===== src/rtl/elbeth_branch_predictor.sv =====
// ELBETH fetch-stage branch predictor: direct-mapped BTB with 2-bit
// direction counters, a non-speculative return-address stack, misprediction
// detection for the ID-stage resolve, and performance counters.
module elbeth_branch_predictor #(
    parameter int unsigned XLEN      = 32,
    parameter int unsigned ENTRIES   = 16,
    parameter int unsigned RAS_DEPTH = 4,
    parameter int unsigned CNT_W     = 32
) (
    input  logic             clk,
    input  logic             rst,
    input  logic [XLEN-1:0]  if_pc,
    output logic             pred_taken,
    output logic [XLEN-1:0]  pred_target,
    input  logic             upd_valid,
    input  logic [XLEN-1:0]  upd_pc,
    input  logic [1:0]       upd_kind,
    input  logic             upd_taken,
    input  logic [XLEN-1:0]  upd_target,
    input  logic             upd_pred_taken,
    input  logic [XLEN-1:0]  upd_pred_target,
    output logic             mispredict,
    output logic [XLEN-1:0]  redirect_pc,
    output logic [CNT_W-1:0] stat_branches,
    output logic [CNT_W-1:0] stat_mispredicts
);

    localparam int unsigned IDX   = $clog2(ENTRIES);
    localparam int unsigned TAG_W = XLEN - IDX - 2;
    localparam int unsigned RP_W  = (RAS_DEPTH > 1) ? $clog2(RAS_DEPTH) : 1;
    localparam int unsigned RC_W  = $clog2(RAS_DEPTH + 1);

    typedef enum logic [1:0] {
        KIND_BRANCH = 2'd0,
        KIND_JUMP   = 2'd1,
        KIND_CALL   = 2'd2,
        KIND_RET    = 2'd3
    } kind_e;

    // BTB storage
    logic [ENTRIES-1:0] valid;
    logic [TAG_W-1:0]   tags    [ENTRIES];
    logic [XLEN-1:0]    targets [ENTRIES];
    kind_e              kinds   [ENTRIES];
    logic [1:0]         ctrs    [ENTRIES];

    // RAS storage: ras_top addresses the most recent push
    logic [XLEN-1:0]    ras     [RAS_DEPTH];
    logic [RP_W-1:0]    ras_top;
    logic [RC_W-1:0]    ras_cnt;
    logic [RP_W-1:0]    ras_push_ptr;
    logic [RP_W-1:0]    ras_pop_ptr;

    // Lookup side
    logic [IDX-1:0]     lk_idx;
    logic [TAG_W-1:0]   lk_tag;
    logic               lk_hit;
    logic [XLEN-1:0]    lk_plus4;

    // Update side
    logic [IDX-1:0]     u_idx;
    logic [TAG_W-1:0]   u_tag;
    logic               u_hit;
    logic [XLEN-1:0]    u_plus4;
    kind_e              u_kind;

    assign lk_idx   = if_pc[IDX+1:2];
    assign lk_tag   = if_pc[XLEN-1:IDX+2];
    assign lk_hit   = valid[lk_idx] && (tags[lk_idx] == lk_tag);
    assign lk_plus4 = if_pc + XLEN'(4);

    assign u_idx    = upd_pc[IDX+1:2];
    assign u_tag    = upd_pc[XLEN-1:IDX+2];
    assign u_hit    = valid[u_idx] && (tags[u_idx] == u_tag);
    assign u_plus4  = upd_pc + XLEN'(4);
    assign u_kind   = kind_e'(upd_kind);

    // Circular pointer arithmetic modulo RAS_DEPTH (need not be a power of 2)
    assign ras_push_ptr = (ras_top == RP_W'(RAS_DEPTH - 1)) ? '0 : ras_top + RP_W'(1);
    assign ras_pop_ptr  = (ras_top == '0) ? RP_W'(RAS_DEPTH - 1) : ras_top - RP_W'(1);

    // Next-PC prediction for the fetch PC
    always_comb begin
        pred_taken  = 1'b0;
        pred_target = lk_plus4;
        if (lk_hit) begin
            case (kinds[lk_idx])
                KIND_BRANCH: begin
                    pred_taken  = ctrs[lk_idx][1];
                    pred_target = ctrs[lk_idx][1] ? targets[lk_idx] : lk_plus4;
                end
                KIND_JUMP, KIND_CALL: begin
                    pred_taken  = 1'b1;
                    pred_target = targets[lk_idx];
                end
                default: begin
                    pred_taken  = 1'b1;
                    pred_target = (ras_cnt != '0) ? ras[ras_top] : targets[lk_idx];
                end
            endcase
        end
    end

    // Resolve-time redirect and misprediction flag
    always_comb begin
        redirect_pc = upd_taken ? upd_target : u_plus4;
        mispredict  = upd_valid && ((upd_taken != upd_pred_taken) ||
                                    (redirect_pc != upd_pred_target));
    end

    // Valid bits and direction counters (cleared by reset)
    always_ff @(posedge clk or posedge rst) begin
        if (rst) begin
            valid <= '0;
            for (int unsigned i = 0; i < ENTRIES; i++) begin
                ctrs[i] <= '0;
            end
        end else if (upd_valid) begin
            if (u_hit) begin
                if (u_kind == KIND_BRANCH) begin
                    if (upd_taken && ctrs[u_idx] != 2'd3) begin
                        ctrs[u_idx] <= ctrs[u_idx] + 2'd1;
                    end else if (!upd_taken && ctrs[u_idx] != 2'd0) begin
                        ctrs[u_idx] <= ctrs[u_idx] - 2'd1;
                    end
                end
            end else if (upd_taken) begin
                valid[u_idx] <= 1'b1;
                ctrs[u_idx]  <= (u_kind == KIND_BRANCH) ? 2'd2 : 2'd3;
            end
        end
    end

    // BTB payload (tag/target/kind); meaningless while the valid bit is clear
    always_ff @(posedge clk) begin
        if (upd_valid) begin
            if (u_hit) begin
                kinds[u_idx] <= u_kind;
                if (upd_taken) begin
                    targets[u_idx] <= upd_target;
                end
            end else if (upd_taken) begin
                tags[u_idx]    <= u_tag;
                targets[u_idx] <= upd_target;
                kinds[u_idx]   <= u_kind;
            end
        end
    end

    // RAS pointer and occupancy; a push when full overwrites the oldest slot
    always_ff @(posedge clk or posedge rst) begin
        if (rst) begin
            ras_top <= RP_W'(RAS_DEPTH - 1);
            ras_cnt <= '0;
        end else if (upd_valid) begin
            if (u_kind == KIND_CALL) begin
                ras_top <= ras_push_ptr;
                if (ras_cnt != RC_W'(RAS_DEPTH)) begin
                    ras_cnt <= ras_cnt + RC_W'(1);
                end
            end else if (u_kind == KIND_RET && ras_cnt != '0) begin
                ras_top <= ras_pop_ptr;
                ras_cnt <= ras_cnt - RC_W'(1);
            end
        end
    end

    // RAS data: return address of each resolved call
    always_ff @(posedge clk) begin
        if (upd_valid && u_kind == KIND_CALL) begin
            ras[ras_push_ptr] <= u_plus4;
        end
    end

    // Performance counters
    always_ff @(posedge clk or posedge rst) begin
        if (rst) begin
            stat_branches    <= '0;
            stat_mispredicts <= '0;
        end else begin
            if (upd_valid) begin
                stat_branches <= stat_branches + CNT_W'(1);
            end
            if (mispredict) begin
                stat_mispredicts <= stat_mispredicts + CNT_W'(1);
            end
        end
    end

endmodule


===== config.mk =====
export PLATFORM = sky130hd
export DESIGN_NAME = elbeth_branch_predictor
export DESIGN_NICKNAME = d
export VERILOG_FILES = /design/src/rtl/elbeth_branch_predictor.sv
export SDC_FILE = /design/constraint.sdc
export NUM_CORES = 2
export LEC_CHECK = 0
export ABC_AREA = 1
export CAP_MARGIN = 10
export CORE_MARGIN = 4
export CORE_UTILIZATION = 50
export CTS_BUF_LIST = sky130_fd_sc_hd__clkbuf_16
export DETAILED_ROUTE_END_ITERATION = 7
export PLACE_DENSITY = 0.68
export SYNTH_ARGS = -nofsm -noshare
export SYNTH_HDL_FRONTEND = slang
export SYNTH_SLANG_ARGS = --single-unit
export TNS_END_PERCENT = 1

===== constraint.sdc =====
create_clock -name clk -period 21.7 [get_ports clk]
set_clock_uncertainty 0.2 [all_clocks]
set_input_delay 6.51 -clock clk [delete_from_list [all_inputs] [get_ports clk]]
set_output_delay 6.51 -clock clk [all_outputs]
set_load 0.03 [all_outputs]

# [After elaboration in Yosys (flattened, before gate mapping)]
# Memory sizes are Yosys's and may differ from the RTL's.
# Cells that the tools add are included.
[classes] addsub=10 order_cmp=6 eq_ne=14 n_bitwise=6 n_reduce_logical=23 n_mux=51
[op_table] op="$mux W32" count=10
[op_table] op="$bwmux W32" count=3
[op_table] op="$add A32 B1 Y32 const B" count=2
[op_table] op="$add A32 B3 Y32 const B" count=2
[op_table] op="$pmux W32 S2" count=1
[op_table] op="$eq A26 B26 Y1" count=2
[op_table] op="$ne A32 B32 Y1" count=1
[op_table] op="$mux W2" count=10
[op_table] op="$mux W1" count=18
[op_table] op="$bmux W2 S4" count=2
[op_table] op="$or A16 B16 Y16" count=1
[op_table] op="$ge A5 B5 Y1 const B" count=2
[op_table] op="$lt A4 B5 Y1 const B" count=2
[op_table] op="$not A4 Y5" count=2
[op_table] op="$logic_and A1 B1 Y1" count=9
[op_table] op="$mux W3" count=3
[op_table] op="$bmux W1 S4" count=2
[op_table] op="$demux W2 S4" count=1
[op_table] op="$eq A2 B2 Y1 const B" count=4
[op_table] op="$logic_not A2 Y1" count=3
[op_table] op="$reduce_and A3 Y1" count=2
[op_table] op="$reduce_bool A2 Y1" count=3
[op_table] op="$lt A5 B1 Y1 const B" count=1
[op_table] op="$add A2 B1 Y2 const B" count=2
[op_table] op="other kinds (19)" count=22
[totals] reg_bits=117 ramBits=1088 n_memories=4 out_inout_bits=130 input_bits=135
[memory_table] memory="targets" depth=16 word_bits=32 rd=1 rd_ports_with_merged_regs=0 write_ports=1 line="43" rtl="logic [XLEN-1:0] targets [ENTRIES];"
[memory_table] memory="tags" depth=16 word_bits=26 rd=2 rd_ports_with_merged_regs=0 write_ports=1 line="42" rtl="logic [TAG_W-1:0] tags [ENTRIES];"
[memory_table] memory="ras" depth=4 word_bits=32 rd=1 rd_ports_with_merged_regs=0 write_ports=1 line="48" rtl="logic [XLEN-1:0] ras [RAS_DEPTH];"
[memory_table] memory="kinds" depth=16 word_bits=2 rd=1 rd_ports_with_merged_regs=0 write_ports=1 line="44" rtl="kind_e kinds [ENTRIES];"

# [Longest topological paths before layout]
[depth] word_depth=10 ltp_mapped=23

# [Worst setup path before layout]
# OpenSTA, ideal clock, no wires.
[synth_path] kind="input -> output" start="input if_pc[2]" end="output pred_target[13]" arrival_ns=9.886 stages=21 setup_slack_ns=5.104 n_path_buf=10 cell_sequence="buf_2 buf_2 buf_4 buf_4 buf_2 buf_2 buf_2 clkbuf_1 o21ai_0 o221ai_1 a31oi_1 inv_1 ha_1 inv_1 clkbuf_1 nor2_1 clkbuf_1 nand2_1 o21ai_0 nand3_1 nand2_1"
[synth_via] elab_chain_cells=7 elab_cells_between_ends=20
[synth_lines] item="from (decl)" line="12" rtl="input logic [XLEN-1:0] if_pc,"
[synth_lines] item="parallel branches: the longest is 6 deep, another holds $add A32 B3 Y32"
[synth_lines] item="$mux W32 (*)" line="86" rtl="if (lk_hit) begin"
[synth_lines] item="to (decl)" line="14" rtl="output logic [XLEN-1:0] pred_target,"
# Every way passes the cells marked *. The select of a mux whose other input is x is not followed.

# [Worst setup path in the final report]
[layout_path] start="input if_pc[3]" end="output pred_target[17]"
# The elaborated chain is that of the path after synthesis.

==> impl_metrics.toml <==
[pwr]
p_per_area_mw_per_mm2 = 83.7
p_leak_uw = 0.0259
irDropWorstVdd_v = 0.0000759

[yosys]
synth_area_mm2 = 0.0588
synth_top_area_share_pct = 55.6
synth_most_common_cell = "nand2_1"
seq_area_frac_synth_pct = 60.6
synth-edff-count = 1088
synthArstFlopShare_pct = 9.71
synth_nets = 6369
syn-instance-count = 6216
synth.distinct_cells = 60
ys_seq_elements = 1205
synthTopCellsByCount = "nand2_1 (1472), edfxtp_1 (1088), nor2_1 (774)"
synth_area_leader_cell = "edfxtp_1"
synthFlopType = "edfxtp_1"
yosysWarnings = 0
synth.area.top_cells = "edfxtp_1 (56%), nand2_1 (9.4%), o21ai_0 (5.8%)"
syn_area_per_cell_um2 = 9.46

[setup_path]
r2r_start = "tags[4][13]$_DFFE_PP_"
cp.required_ns = 14.99
worstReg2RegEnd = "tags[14][16]$_DFFE_PP_"
r2r_slack_ns = 17.73
crit_arrival_ns = 12.23
max_stage_delay_ns = 0.84
path_class = "in -> out"
path_cells = "buf_8 > buf_4 > buf_4 > a21oi_1 > o21ai_0 > nand3_1 > and3_1 > o21ai_0 > nand2_1 > nor2_1 > nand4_1 > nor2_2 > buf_4 > nand3_2 > nand2_1 > nand2_1 > clkdlybuf4s50_1"
end_kind = "output port"
slowest_stage = "buf_4"
cp_max_fo = 102
ff2ff_path_depth = 15
cp-start-kind = "primary input"

[route]
wl_mm = 203
ant_nets = 0
drt_pass1_iterations = 7
post_drt_wl_per_cell_um = 25.4
num_vias = 48200
vias_per_cell = 6.03
drt_iter0_drc = 6794
drc = 0

[placed_design]
place_congestion = 0.994
portBuffers = 264
place_hpwl_mm = 130

[clock_network]
clock-root-buffer = "clkbuf_16"
path_clk_slew_ns = 0.06
post_cts_resized = 0
cts.sinks = 1205
cts_buffer_depth = 3
cts_tree = "built"
htreeDepth = 3
insertion_delay_ns = 0.75
cts_setup_buffers = 0
holdBufCountCts = 0
cts_buffers = 121

[global_routing]
antenna_found_initial = 11
grt.total_usage_pct = 32.2
grt_pass1_vias = 44100
grt-ovfl-total = 0
grt_start_max_net_pins = 122
grt_pass1_wl_mm = 293

[die]
ios = 265
die_y_um = 351
core_mm2 = 0.117
die_w_um = 351
floorplan.initialDensity_pct = 50.4
num_rows = 125
design.die.area_mm2 = 0.123

[timing]
finalSetupViolCount = 0
timing.final.crit_period_ns = 18.94
tightest_slew_ns = 1.28
relSlewSlack_pct = 14.7
hold_violations = 0
period_share_pct = 87.3
tns_ns = 0
report.final.slew_viol_count = 0
whs_ns = 0.271
rsz0062_at_grt = "false"
fmax_mhz = 52.8

[min_path]
min_from = "valid[6]$_DFFE_PP0P_"
min_path_cells = 2
min_to = "valid[6]$_DFFE_PP0P_"
hold_class = "reg -> reg"

[flow_run]
maxCapViolCount = 0

[cells_and_area]
fin_nets = 6524
fillers = 9858
syn_to_final_growth_pct = 13.5
drive_gt1_share_pct = 6.33

[outcome]
status = "finished clean"
## per-layer routing
layer / vias to the layer above / wire length [um] / global-route usage [%]
met5: - / 109 / 0
met4: 16 / 9170 / 13.3
met3: 492 / 26200 / 8.31
met2: 3045 / 89000 / 48.5
met1: 23100 / 79000 / 44.7
li1: 21600 / - / -
## cells by family (layout without fill, tap and decap cells)
group	after synthesis	after routing	synth area share, %
buffers and inverters	875	1132	6.32
flip-flops	1205	1205	60.6
AO/OA/AOI/OAI	1204	1204	11.5
other	0	6	0
AND/OR/NAND/NOR	2803	2803	19.5
XOR/XNOR	106	106	1.58
multiplexers	5	5	0.0873
adder cells (fa/ha/maj)	18	18	0.396
## how the worst max path moves through the flow
| stage | start | to | slack [ns] | cells after the start |
|---|---|---|---|---|
| after floorplan | if_pc[2] | pred_target[13] | 5.10 | 21 |
| after global placement | if_pc[3] | pred_target[17] | 3.00 | 18 |
| after detailed placement | if_pc[3] | pred_target[17] | 2.91 | 18 |
| after CTS | if_pc[3] | pred_target[17] | 2.91 | 17 |
| after global routing | if_pc[3] | pred_target[17] | 2.52 | 16 |
| final | if_pc[3] | pred_target[17] | 2.76 | 17 |
## cell type report
cell class              count  area [um^2]  share of cell area (%)
repair buffers            380         3520                    5.27
inverters                 527         2000                    3.00
multi-input cells        4136        19800                    29.6
well taps                1524         1910                    2.86
clock inverters           104          883                    1.32
diodes                      6         15.0                  0.0225
flip-flops and latches   1205        35600                    53.4
clock buffers             121         3030                    4.54
## critical path, delay by kind of cell
family | cells | cell delay [ns]
AO/OA/AOI/OAI | 3 | 0.42
buffers and inverters | 5 | 3.23
AND/OR/NAND/NOR | 9 | 1.86
## through the flow
step / worst slack (ns) / cells / cell area, um^2 / util (%) / total power [uW]
finish: 2.76 / 8003 / 66700 / 57.2 / 5580
detailed placement: 2.91 / 7771 / 62800 / 53.9 / 3550
CTS: 2.91 / 7996 / 66700 / 57.2 / 5580
global route: 2.52 / 7998 / 66700 / 57.2 / 5770
global placement: 3.00 / 7771 / 62800 / 53.9 / 3540
floorplan: 5.10 / 6216 / 58800 / - / 3180
## flip-flops by register name, summed over array words and instances, names as in the netlist
register          count
targets             512
stat_mispredicts     32
ctrs                 32
stat_branches        32
ras                 128
ras_cnt               3
valid                16
ras_top               2
kinds                32
tags                416
## power breakdown
group,internal [uW],leakage (uW),switching [uW]
registers,2600,0.0113,39.7
logic,248,0.0126,639
clock network,1150,0.00200,909
## layout by cell type, fill, tap and decap left out, drive strengths merged, types with 17 or more instances in the layout
cell | netlist | routed
a21oi | 187 | 187
buf | 195 | 121
clkbuf | 153 | 122
clkdlybuf4s50 | 0 | 258
clkinv | 3 | 64
dfrtp | 115 | 115
edfxtp | 1088 | 1088
ha | 17 | 17
inv | 524 | 550
nand2 | 1480 | 1480
nand3 | 386 | 386
nand4 | 47 | 47
nor2 | 783 | 783
nor3 | 55 | 55
nor4 | 20 | 20
o211ai | 92 | 92
o21ai | 721 | 721
o221ai | 53 | 53
o22ai | 119 | 119
or2 | 19 | 19
xnor2 | 26 | 26
xor2 | 80 | 80
Power figures use the tool's default switching activity.
